==> config.mk <==
export PLATFORM = sky130hd
export DESIGN_NAME = coproc_scheduler
export DESIGN_NICKNAME = d
export VERILOG_FILES = /design/src/rtl/coproc_scheduler.sv
export SDC_FILE = /design/constraint.sdc
export NUM_CORES = 1
export LEC_CHECK = 0
export CAP_MARGIN = 20
export CORE_MARGIN = 3
export CORE_UTILIZATION = 35
export DETAILED_ROUTE_END_ITERATION = 16
export GPL_ROUTABILITY_DRIVEN = 0
export PLACE_DENSITY_LB_ADDON = 0.15
export SETUP_SLACK_MARGIN = 0.5
export SYNTH_ARGS = -nofsm -noshare
export SYNTH_HDL_FRONTEND = slang
export SYNTH_SLANG_ARGS = --single-unit
==> constraint.sdc <==
create_clock -name in_clk -period 5.4 [get_ports in_clk]
set_input_delay 0.54 -clock in_clk [delete_from_list [all_inputs] [get_ports in_clk]]
set_output_delay 0.54 -clock in_clk [all_outputs]
set_load 0.01 [all_outputs]
==> src/rtl/coproc_scheduler.sv <==
// rtl/coproc_scheduler.sv - job sequencer for the matrix processor: issues (row, col) tiles, owns the memory grant, writes status.
// Optional tile watchdog enabled by defining SCHED_WATCHDOG_EN.
module coproc_scheduler #(
  parameter int cell_width      = 32,
  parameter int index_width     = 8,
  parameter int width           = 96,
  parameter int memory_size_log = 8
`ifdef SCHED_WATCHDOG_EN
  , parameter int watchdog_limit = 1024
`endif
) (
  input  logic                       in_clk,
  input  logic                       in_reset,
  input  logic                       in_start,
  input  logic [cell_width-1:0]      in_config,
  input  logic                       in_index_ack,
  input  logic                       in_result_ready,
  input  logic                       in_proc_mem_read_en,
  input  logic                       in_proc_mem_write_en,
  input  logic [memory_size_log-1:0] in_proc_mem_address,
  input  logic [width-1:0]           in_proc_mem_data,
  output logic                       out_grant,
  output logic [index_width-1:0]     out_row_index,
  output logic [index_width-1:0]     out_col_index,
  output logic                       out_index_ready,
  output logic [index_width-1:0]     out_mu,
  output logic                       out_mem_read_en,
  output logic                       out_mem_write_en,
  output logic [memory_size_log-1:0] out_mem_address,
  output logic [width-1:0]           out_mem_data,
  output logic [cell_width-1:0]      out_status,
  output logic                       out_write_status_en,
  output logic                       out_busy,
  output logic                       out_done
);
  typedef enum logic [2:0] {
    S_IDLE, S_LOAD, S_ISSUE, S_WAIT, S_RELEASE, S_NEXT, S_FINISH
  } state_t;

  localparam logic [index_width-1:0] one_idx = 1;

  state_t                 state_q, state_d;
  logic [index_width-1:0] mu_q, mu_d, gamma_q, gamma_d, lambda_q, lambda_d;
  logic [index_width-1:0] i_q, i_d, j_q, j_d;
  logic [15:0]            tiles_q, tiles_d;
  logic                   empty_q, empty_d, timeout_q, timeout_d;

  logic                   grant_q, grant_d, index_ready_q, index_ready_d;
  logic [index_width-1:0] row_q, row_d, col_q, col_d;
  logic [cell_width-1:0]  status_q, status_d;
  logic                   wstat_q, wstat_d, busy_q, busy_d, done_q, done_d;

  logic last_col, last_row;
  assign last_col = (j_q == gamma_q - one_idx);
  assign last_row = (i_q == lambda_q - one_idx);

`ifdef SCHED_WATCHDOG_EN
  logic [15:0] wdog_q, wdog_d;
  always_ff @(posedge in_clk or negedge in_reset) begin
    if (!in_reset) wdog_q <= '0;
    else           wdog_q <= wdog_d;
  end
`endif

  // Config, counters and outputs are all registered; outputs lag the state by one cycle.
  always_ff @(posedge in_clk or negedge in_reset) begin
    if (!in_reset) begin
      state_q       <= S_IDLE;
      mu_q          <= '0;
      gamma_q       <= '0;
      lambda_q      <= '0;
      i_q           <= '0;
      j_q           <= '0;
      tiles_q       <= '0;
      empty_q       <= 1'b0;
      timeout_q     <= 1'b0;
      grant_q       <= 1'b0;
      index_ready_q <= 1'b0;
      row_q         <= '0;
      col_q         <= '0;
      status_q      <= '0;
      wstat_q       <= 1'b0;
      busy_q        <= 1'b0;
      done_q        <= 1'b0;
    end else begin
      state_q       <= state_d;
      mu_q          <= mu_d;
      gamma_q       <= gamma_d;
      lambda_q      <= lambda_d;
      i_q           <= i_d;
      j_q           <= j_d;
      tiles_q       <= tiles_d;
      empty_q       <= empty_d;
      timeout_q     <= timeout_d;
      grant_q       <= grant_d;
      index_ready_q <= index_ready_d;
      row_q         <= row_d;
      col_q         <= col_d;
      status_q      <= status_d;
      wstat_q       <= wstat_d;
      busy_q        <= busy_d;
      done_q        <= done_d;
    end
  end

  always_comb begin
    state_d   = state_q;
    mu_d      = mu_q;
    gamma_d   = gamma_q;
    lambda_d  = lambda_q;
    i_d       = i_q;
    j_d       = j_q;
    tiles_d   = tiles_q;
    empty_d   = empty_q;
    timeout_d = timeout_q;
`ifdef SCHED_WATCHDOG_EN
    wdog_d    = wdog_q;
`endif
    case (state_q)
      S_IDLE: if (in_start) state_d = S_LOAD;
      S_LOAD: begin
        mu_d      = in_config[16 +: index_width];
        gamma_d   = in_config[8 +: index_width];
        lambda_d  = in_config[0 +: index_width];
        i_d       = '0;
        j_d       = '0;
        tiles_d   = '0;
        timeout_d = 1'b0;
        empty_d   = (in_config[8 +: index_width] == '0) || (in_config[0 +: index_width] == '0);
        state_d   = empty_d ? S_FINISH : S_ISSUE;
      end
      S_ISSUE: begin
`ifdef SCHED_WATCHDOG_EN
        wdog_d  = '0;
`endif
        state_d = S_WAIT;
      end
      S_WAIT: begin
        if (in_result_ready) begin
          tiles_d = tiles_q + 16'd1;
          state_d = S_RELEASE;
        end
`ifdef SCHED_WATCHDOG_EN
        else if (wdog_q == 16'(watchdog_limit - 1)) begin
          timeout_d = 1'b1;
          state_d   = S_FINISH;
        end else begin
          wdog_d = wdog_q + 16'd1;
        end
`endif
      end
      S_RELEASE: if (!in_result_ready) state_d = S_NEXT;
      S_NEXT: begin
        if (last_col && last_row) begin
          state_d = S_FINISH;
        end else begin
          state_d = S_ISSUE;
          if (last_col) begin
            j_d = '0;
            i_d = i_q + one_idx;
          end else begin
            j_d = j_q + one_idx;
          end
        end
      end
      S_FINISH: state_d = S_IDLE;
      default:  state_d = S_IDLE;
    endcase
  end

  always_comb begin
    grant_d       = (state_q == S_ISSUE) || (state_q == S_WAIT) ||
                    (state_q == S_RELEASE) || (state_q == S_NEXT);
    index_ready_d = (state_q == S_ISSUE) || (state_q == S_WAIT);
    row_d         = index_ready_d ? i_q : row_q;
    col_d         = index_ready_d ? j_q : col_q;
    wstat_d       = (state_q == S_FINISH);
    done_d        = (state_q == S_FINISH);
    busy_d        = (state_q != S_IDLE);
    status_d      = status_q;
    if (state_q == S_LOAD) status_d = '0;
    if (state_q == S_FINISH) begin
      status_d                 = '0;
      status_d[cell_width-1]   = 1'b1;
      status_d[cell_width-2]   = empty_q;
      status_d[cell_width-3]   = timeout_q;
      status_d[15:0]           = tiles_q;
    end
  end

  assign out_grant           = grant_q;
  assign out_index_ready     = index_ready_q;
  assign out_row_index       = row_q;
  assign out_col_index       = col_q;
  assign out_mu              = mu_q;
  assign out_status          = status_q;
  assign out_write_status_en = wstat_q;
  assign out_busy            = busy_q;
  assign out_done            = done_q;

  // Write beats read when the processor raises both.
  assign out_mem_write_en = grant_q & in_proc_mem_write_en;
  assign out_mem_read_en  = grant_q & in_proc_mem_read_en & ~in_proc_mem_write_en;
  assign out_mem_address  = grant_q ? in_proc_mem_address : '0;
  assign out_mem_data     = grant_q ? in_proc_mem_data : '0;

  logic unused_ok;
  assign unused_ok = &{1'b0, in_index_ack, in_config[cell_width-1:24]};
endmodule

==> summary.md, run 1 <==
| Metric | Value |
|---|---|
| Die height | `131 um` |
| Worst-Skew Late Latency | `0.34 ns` |
| Final Non-Filler Cells | `1033` |
| Global route total overflow | `0` |
| DR DRC count | `0` |
| Avg Inst Size Synth | `9.98 um^2` |
| Achievable Freq | `365 MHz` |
| Final nets | `966` |
| IO Pins | `310` |
| Synth cell count leaders | `and2_1, dfrtp_1, mux2_2, nor2_1, clkbuf_1` |
| Layout cell share with drive strength beyond 1 | `7.92%` |
| CTS Hold Bufs | `0` |
| Hold Path Class | `input port to asynchronous set/reset pin` |
| Synth area leaders | `dfrtp_1, and2_1, mux2_2` |
| Die Width | `131 um` |
| Maximum VDD drop | `245 uV` |
| Routed wire length | `21100 um` |
| Core Area | `0.0153 mm^2` |
| Post-Synth XOR/XNOR Area | `5.27%` |
| GRT Total Usage | `23.9%` |
| Final hold viol count | `0` |
| Number of flip-flops under the largest register name | `18` |
| Part of the cycle the worst path needs | `50.7%` |
| Dominant synthesized flop cell | `dfrtp_1` |
| Critical Path AT | `2.20 ns` |
| Initial antenna violation count | `2` |
| Die area | `0.0172 mm^2` |
| CTS max path bufs | `2` |
| Slew headroom | `40.1%` |
| Slew @ Worst Pin | `0.897 ns` |
| Outcome | `completed` |
| Placed inst area | `0.00844 mm^2` |
| IO buf count | `286` |
| Clock transition at path regs | `0.07 ns` |
| Largest net degree at the start of global routing | `108` |
| Pre-antenna DRT Iters | `6` |
| Simple-gate share of the synthesized area | `25.8%` |
| Critical path class | `register to output port` |
| Placement Rows | `45` |
| DP Cell Count | `1014` |
| Setup total negative slack | `0 ns` |
| Min Tclk post-route | `2.74 ns` |
| Mapped Cells | `549` |
| Routed vias | `5182` |
| Clock sinks | `98` |
| Sequential area share after synthesis | `44.7%` |
| Mux contribution to synthesized area | `8.15%` |
| Largest family of logic cells by synthesized area | `simple AND/OR/NAND/NOR gates` |
| Slew Viols, Final | `0` |
| Pwr Density | `419 mW/mm^2` |
| H-tree levels | `3` |
| Post-Place Setup Slack | `2.38 ns` |
| CTS resizes | `0` |
| Complex-gate fraction of the synthesized area | `9.04%` |
| Post-synthesis cell type count | `58` |
| DR vias/cell | `5.02` |
| CTS tree | `done` |
| CP Data Required Time | `4.86 ns` |
| Area of the mapped netlist | `0.00548 mm^2` |
| Endpoints failing setup | `0` |
| CTS buffer count | `9` |
| CP Launch Type | `register` |
| Global-route wire length before repair | `32200 um` |
| Drt wl/cell | `20.5 um` |
| #FFs+latches synth | `98` |
| Vias in the first global route | `5238` |
| Area delta synth->final | `60.5%` |
| Post-DP HPWL | `16500 um` |
| Post-synth top area share | `44.7%` |
| Root Buffer | `clkbuf_16` |
| Post-synth EDFFs | `0` |
| Max Cap Viol | `0` |
| Synth warn | `0` |
| Unrepaired setup endpoints after global routing | `no` |
| Worst hold margin | `0.173 ns` |
| First-iteration detailed-routing DRC count | `267` |
| Starting Density | `35.9%` |
| Antenna Violating Nets Remaining | `0` |
| Cell accounting for the most synthesized area | `dfrtp_1` |
| Worst setup EP type | `output port` |
| Asr flop ratio synth | `100%` |
| Most frequent cell after synthesis | `and2_1` |
| Fin Clk Skew | `0.00661 ns` |
| Final instance area | `0.00879 mm^2` |
| # Post-CTS Setup Buffers | `0` |
| Final worst slack | `2.66 ns` |
| Synth Area in Adders | `1.60%` |
| Leakage | `3.68 nW` |
| Crit Path Max Fanout | `107` |
[per-layer routing]
| layer | vias to the layer above | share of wire (%) | routed length (um) | track usage (%) |
|---|---|---|---|---|
| li1 | 2401 | - | - | - |
| met1 | 2538 | 44 | 9360 | 31.9 |
| met2 | 218 | 47 | 9860 | 38.4 |
| met3 | 21 | 7.5 | 1580 | 6.78 |
| met4 | 4 | 1.5 | 318 | 5.95 |
| met5 | - | 0.12 | 26 | 0 |
[worst paths after layout]
check                      slack (ns)                       from  cells past startpoint                   endpoint
setup / recovery                 2.66        out_grant$_DFF_PN0_                      3         out_mem_address[7]
setup reg to reg                 2.78     state_q[2]$_DFFE_PN0P_                      7    tiles_q[13]$_DFFE_PN0P_
hold reg to reg                  0.50  out_status[7]$_DFFE_PN0P_                      1  out_status[7]$_DFFE_PN0P_
min in group in_clk              0.50  out_status[7]$_DFFE_PN0P_                      1  out_status[7]$_DFFE_PN0P_
hold / removal                   0.17                   in_reset                      1    lambda_q[6]$_DFFE_PN0P_
max in group asynchronous        4.11                   in_reset                      2     tiles_q[0]$_DFFE_PN0P_
[logic make-up (layout without fill, tap and decap cells)]
family                     after synthesis  after routing
adders and majority gates                7              7
xor gates and xnor gates                33             33
and+or+nand+nor                        241            241
muxes                                   40             40
DFF                                     98             98
other                                    1             15
AOI/OAI and AO/OA                       70             70
buffers and inverters                   59            318
[placed cells by master, fill, tap and decap left out, types with 11 or more instances in the layout]
cell             Yosys  layout
and2_1             107     107
nor2_1              29      28
clkdlybuf4s50_1      0     285
inv_1               11      11
a22o_1              20      20
xor2_1              19      19
nand2_1             21      21
conb_1               1      14
xnor2_1             14      14
o21ai_0             16      16
dfrtp_1             98      97
nand4_1             11      11
mux2_2              35      35
nand3_1             15      15
[stage by stage]
stage,total power [mW],utilization (%)
after floorplan,2.03,-
after global placement,2.92,55.3
after detailed placement,2.97,55.3
after CTS,3.68,57.4
after global routing,3.89,57.6
final,3.68,57.6
[layout make-up]
| type | instances | area [um^2] |
|---|---|---|
| Tap cell | 211 | 264 |
| Timing Repair Buffer | 291 | 2920 |
| Inverter | 11 | 41.3 |
| Sequential cell | 98 | 2450 |
| Antenna cell | 1 | 2.50 |
| Fill cell | 1320 | 6460 |
| Clock inverter | 5 | 85.1 |
| Multi-Input combinational cell | 405 | 2800 |
| Clock buffer | 11 | 233 |
[power by group]
part	total, mW	leakage [nW]	internal (mW)	switching (mW)
Sequential	1.08	1.30	0.898	0.180
Combinational	1.91	2.23	1.00	0.913
Clock	0.688	0.151	0.410	0.278
[critical path, cell delays in order (launching register included)]
cell	delay, ns
dfrtp_2	0.34
buf_4	0.58
and2_1	0.24
clkdlybuf4s50_1	0.67
Power figures use the tool's default switching activity.
==> run 2: changes to the inputs <==
- clock period: 5.4 -> 2.7 ns (I/O delays scaled with it)
==> summary.md, run 2 (same netlist as run 1, synthesis figures left out) <==
| Metric | Value |
|---|---|
| Largest stage delay, worst path | `0.40 ns` |
| Final worst slack | `0.431 ns` |
| Worst path buffer plus inverter count | `2` |
| Maximum VDD drop | `509 uV` |
| Die Width | `131 um` |
| Worst setup EP type | `register` |
| Clock transition at path regs | `0.07 ns` |
| CP Data Required Time | `2.97 ns` |
| Setup total negative slack | `0 ns` |
| Post-Place Setup Slack | `0.225 ns` |
| FF-to-FF setup slack | `0.43 ns` |
| Detail Route met2 WL | `9640 um` |
| Routed wire length | `20600 um` |
| Die height | `131 um` |
| M1 wire length | `9170 um` |
| Max Cap Viol | `0` |
| Met3 WL post-DR | `1490 um` |
| Slowest CP cell | `dfrtp_1` |
| Number of flip-flops under the largest register name | `18` |
| Routed vias | `5238` |
| Endpoints failing setup | `0` |
| DP Cell Count | `1024` |
| Part of the cycle the worst path needs | `84.0%` |
| Global route total overflow | `0` |
| DR DRC count | `0` |
| Most frequent cells in the layout | `clkdlybuf4s50_1, and2_1, dfrtp_1` |
| Core Area | `0.0153 mm^2` |
| GRT Total Usage | `23.2%` |
| Global-route wire length before repair | `31700 um` |
| DR vias/cell | `4.96` |
| Slew Viols, Final | `0` |
| Antenna Violating Nets Remaining | `0` |
| Crit Path Max Fanout | `7` |
| Crit-path most repeated cell | `a21oi_1` |
| Clock sinks | `98` |
| Drt wl/cell | `19.4 um` |
| Post-layout util | `60.1%` |
| Commonest non-fill, non-tap cell in the layout | `clkdlybuf4s50_1` |
| Achievable Freq | `441 MHz` |
| Unrepaired setup endpoints after global routing | `yes` |
| H-tree levels | `3` |
| Final nets | `991` |
| DR top layer | `met5` |
| Root Buffer | `clkbuf_16` |
| Critical path class | `register to register` |
| CTS buffer count | `9` |
| Leakage | `3.88 nW` |
| Critical Path AT | `2.54 ns` |
| Pre-antenna DRT Iters | `5` |
| Cell family with most CP delay | `simple AND/OR/NAND/NOR gates` |
| Area delta synth->final | `67.3%` |
| Worst-Skew Late Latency | `0.34 ns` |
| Slew headroom | `47.8%` |
| CP Launch Type | `register` |
| Largest net degree at the start of global routing | `108` |
| Reg2reg end | `i_q[5]$_DFFE_PN0P_` |
| Hold Path Class | `input port to asynchronous set/reset pin` |
| CTS max path bufs | `2` |
| Layout cell share with drive strength beyond 1 | `13.1%` |
| IO buf count | `286` |
| Min Tclk post-route | `2.27 ns` |
| First-iteration detailed-routing DRC count | `260` |
| Placement Rows | `45` |
| Post-DP HPWL | `15300 um` |
| Final Non-Filler Cells | `1057` |
| R2r worst-path depth | `10` |
| Pwr Density | `851 mW/mm^2` |
| Final hold viol count | `0` |
| Final instance area | `0.00917 mm^2` |
| Starting Density | `35.9%` |
| CTS tree | `done` |
| Die area | `0.0172 mm^2` |
| RR Startpoint | `gamma_q[0]$_DFFE_PN0P_` |
| IO Pins | `310` |
| Slew @ Worst Pin | `0.780 ns` |
| Placed inst area | `0.00855 mm^2` |
| Ordered list of cells on the worst path | `inv_1 > ha_1 > nand2b_1 > a21oi_1 > a2bb2oi_1 > and4_4 > a21oi_4 > buf_6 > or3_1 > a21oi_1` |
| Outcome | `completed` |
| Initial antenna violation count | `1` |
| Vias in the first global route | `5342` |
| Ant diodes | `0` |
| Worst hold margin | `0.443 ns` |
| Fin Clk Skew | `0.00631 ns` |
| Pwr Total | `7.80 mW` |
## run 2: changes by cell type in the layout (fill, tap and decap cells not counted), sizes merged
cell,delta
dlygate4sd2,+1
dlygate4sd3,+1
clkinvlp,-1
clkinv,+1
inv,+1
diode,-1
dlymetal6s2s,+1
buf,+23
clkdlybuf4s50,-2
## run 2: repair_timing
action	CTS	global route
cloned	0	1
gates resized for setup	24	13
pin swaps	15	6
hold endpoints to repair	39	0
endpoints found under the setup margin	13	21
hold buffers	1	0
buffers inserted	14	1
## run 2: cell type report
cell class                 instances  area [um^2]
clock buffer                      10          229
tap                              211          264
timing repair buffer             316         3160
clock inverter                     6         95.1
inverter                          11         41.3
fill                            1255         6090
sequential                        98         2460
multi-input combinational        405         2920
## run 2: worst max path at each step
stage / startpoint / endpoint / slack (ns) / cells past startpoint
after CTS: lambda_q[0]$_DFFE_PN0P_ / i_q[1]$_DFFE_PN0P_ / 0.44 / 9
final: gamma_q[0]$_DFFE_PN0P_ / i_q[5]$_DFFE_PN0P_ / 0.43 / 10
after floorplan: gamma_q[3]$_DFFE_PN0P_ / j_q[2]$_DFFE_PN0P_ / 0.53 / 8
after global routing: gamma_q[6]$_DFFE_PN0P_ / i_q[5]$_DFFE_PN0P_ / 0.32 / 8
after global placement: gamma_q[3]$_DFFE_PN0P_ / i_q[7]$_DFFE_PN0P_ / 0.28 / 7
after detailed placement: gamma_q[3]$_DFFE_PN0P_ / i_q[7]$_DFFE_PN0P_ / 0.23 / 7
## run 2: worst register-to-register path, delay by kind of cell (launching register included)
family,cells,cell delay [ns]
buffers and inverters,2,0.22
and+or+nand+nor,3,0.79
adders and majority gates,1,0.18
DFF,1,0.40
AOI/OAI and AO/OA,4,0.61
## run 2: layer usage
metal | up-vias | GRT usage [%]
met2 | 221 | 37.2
met4 | 2 | 5.13
met1 | 2542 | 31.9
met3 | 19 | 5.86
met5 | - | 0
li1 | 2454 | -
## run 2: power breakdown
part | total (mW) | switching, mW | internal [mW]
Sequential | 2.16 | 0.358 | 1.80
Clock | 1.40 | 0.571 | 0.824
Combinational | 4.25 | 1.97 | 2.27
==> run 3: changes to the inputs <==
- clock period: 2.7 -> 1.8 ns (I/O delays scaled with it)
==> summary.md, run 3 (same netlist as run 1, synthesis figures left out) <==
| Metric | Value |
|---|---|
| Outcome | `finished, violations left` |
| Failing checks | `setup timing` |
| CTS max path bufs | `2` |
| Drt wl/cell | `23.5 um` |
| Global route total overflow | `0` |
| Global-route wire length before repair | `39600 um` |
| Max Cap Viol | `0` |
| Worst-Skew Late Latency | `0.36 ns` |
| Final nets | `1139` |
| Die area | `0.0172 mm^2` |
| Unrepaired setup endpoints after global routing | `yes` |
| Detail Route met2 WL | `14400 um` |
| Fin Clk Skew | `0.0145 ns` |
| Cell family with most CP delay | `simple AND/OR/NAND/NOR gates` |
| DR DRC count | `0` |
| Die height | `131 um` |
| Root Buffer | `clkbuf_16` |
| Worst path buffer plus inverter count | `2` |
| CP Data Required Time | `2.09 ns` |
| Placement Rows | `45` |
| Number of flip-flops under the largest register name | `18` |
| Slew headroom | `62.5%` |
| Endpoints failing setup | `102` |
| Reg2reg end | `i_q[7]$_DFFE_PN0P_` |
| Part of the cycle the worst path needs | `124%` |
| Layout cell share with drive strength beyond 1 | `54.7%` |
| IO buf count | `286` |
| Vias in the first global route | `6328` |
| Worst setup EP type | `register` |
| Critical Path AT | `2.53 ns` |
| Most frequent cells in the layout | `buf_6, clkdlybuf4s50_1, and2_4` |
| FF-to-FF setup slack | `-0.44 ns` |
| Antenna Violating Nets Remaining | `0` |
| Final worst slack | `-0.440 ns` |
| Routed vias | `6283` |
| Largest net degree at the start of global routing | `39` |
| Starting Density | `35.9%` |
| Min Tclk post-route | `2.24 ns` |
| DR top layer | `met5` |
| Worst setup path endpoint | `i_q[7]$_DFFE_PN0P_` |
| Slowest CP cell | `or4_4` |
| Die Width | `131 um` |
| M1 wire length | `11600 um` |
| Maximum VDD drop | `833 uV` |
| Crit. path cell count | `10` |
| Critical path class | `register to register` |
| Area delta synth->final | `122%` |
| Clock transition at path regs | `0.07 ns` |
| Slew @ Worst Pin | `0.549 ns` |
| Final hold viol count | `0` |
| Worst Setup SP | `gamma_q[0]$_DFFE_PN0P_` |
| Initial antenna violation count | `3` |
| Core Area | `0.0153 mm^2` |
| CTS tree | `done` |
| Pre-antenna DRT Iters | `5` |
| Post-DP HPWL | `17300 um` |
| Leakage | `6.07 nW` |
| Largest stage delay, worst path | `0.42 ns` |
| Met3 WL post-DR | `1780 um` |
| Commonest non-fill, non-tap cell in the layout | `buf_6` |
| Hold Path Class | `input port to asynchronous set/reset pin` |
| Ordered list of cells on the worst path | `inv_2 > ha_2 > xor2_1 > nand2_1 > nor3b_2 > and4_4 > a21oi_2 > buf_6 > or4_4 > a21oi_2` |
| RR Startpoint | `gamma_q[0]$_DFFE_PN0P_` |
| Routed wire length | `28300 um` |
| R2r worst-path depth | `10` |
| First-iteration detailed-routing DRC count | `410` |
| Final instance area | `0.0121 mm^2` |
| Slew Viols, Final | `0` |
| H-tree levels | `3` |
| CP Launch Type | `register` |
| Pwr Density | `1450 mW/mm^2` |
| Crit-path most repeated cell | `a21oi_2` |
| DR vias/cell | `5.21` |
| Placed inst area | `0.00911 mm^2` |
| IO Pins | `310` |
| Achievable Freq | `446 MHz` |
| CTS buffer count | `9` |
| Setup total negative slack | `-12.99 ns` |
| Crit Path Max Fanout | `5` |
| Clock sinks | `98` |
| GRT Total Usage | `29.4%` |
run 3: changes by cell type in the layout (fill, tap and decap cells not counted), moves of 28 or more:
cell	change
mux2_2	-34
buf_6	+155
clkdlybuf4s50_1	-151
and2_4	+106
and2_1	-106
buf_4	+51
dlymetal6s2s_1	+28
mux2_4	+34
run 3: how the worst min path moves through the flow:
stage | to | depth (start not counted)
after floorplan | empty_q$_DFFE_PN0P_ | 0
after global placement | out_done$_DFF_PN0_ | 1
after detailed placement | out_done$_DFF_PN0_ | 1
after CTS | out_done$_DFF_PN0_ | 2
after global routing | out_done$_DFF_PN0_ | 2
final | out_status[8]$_DFFE_PN0P_ | 2
run 3: power by group:
part	leakage, nW	internal, mW	switching [mW]	total (mW)
sequential	1.29	2.71	0.508	3.21
clock	0.131	0.957	0.927	1.88
combinational	4.65	7.54	4.98	12.5
run 3: final cells by class:
cell class              count  area [um^2]
multi-input cells         405         3780
diodes                      1         2.50
clock inverters             6         48.8
clock buffers              10          229
repair buffers            464         5300
inverters                  11         56.3
fillers                   908         3120
well taps                 211          264
flip-flops and latches     98         2460
run 3: timing repair:
action | CTS | global route
pin swaps | 22 | 37
cloned | 18 | 2
gates resized for setup | 752 | 249
hold buffers | 1 | 0
setup buffers | 70 | 18
endpoints found under the hold margin | 36 | 0
endpoints found under the setup margin | 243 | 232
run 3: stage by stage:
stage          hold slack [ns]  worst slack [ns]  std cells  total power [mW]  utilization (%)
3_5_place_dp             0.198            -0.493       1080              9.79             59.7
5_1_grt                  0.381            -0.616       1206              18.3             79.6
6_report                 0.357            -0.440       1206              17.6             79.6
2_1_floorplan           -0.116            -0.320        562              6.38                -
3_3_place_gp             0.184            -0.387       1080              9.64             59.7
4_1_cts                  0.363            -0.449       1185              15.6             72.2
run 3: layer usage:
metal	up-vias	global-route usage, %
met5	-	0
met4	4	5.37
met3	40	6.62
met2	295	50.5
met1	3177	38.6
li1	2767	-
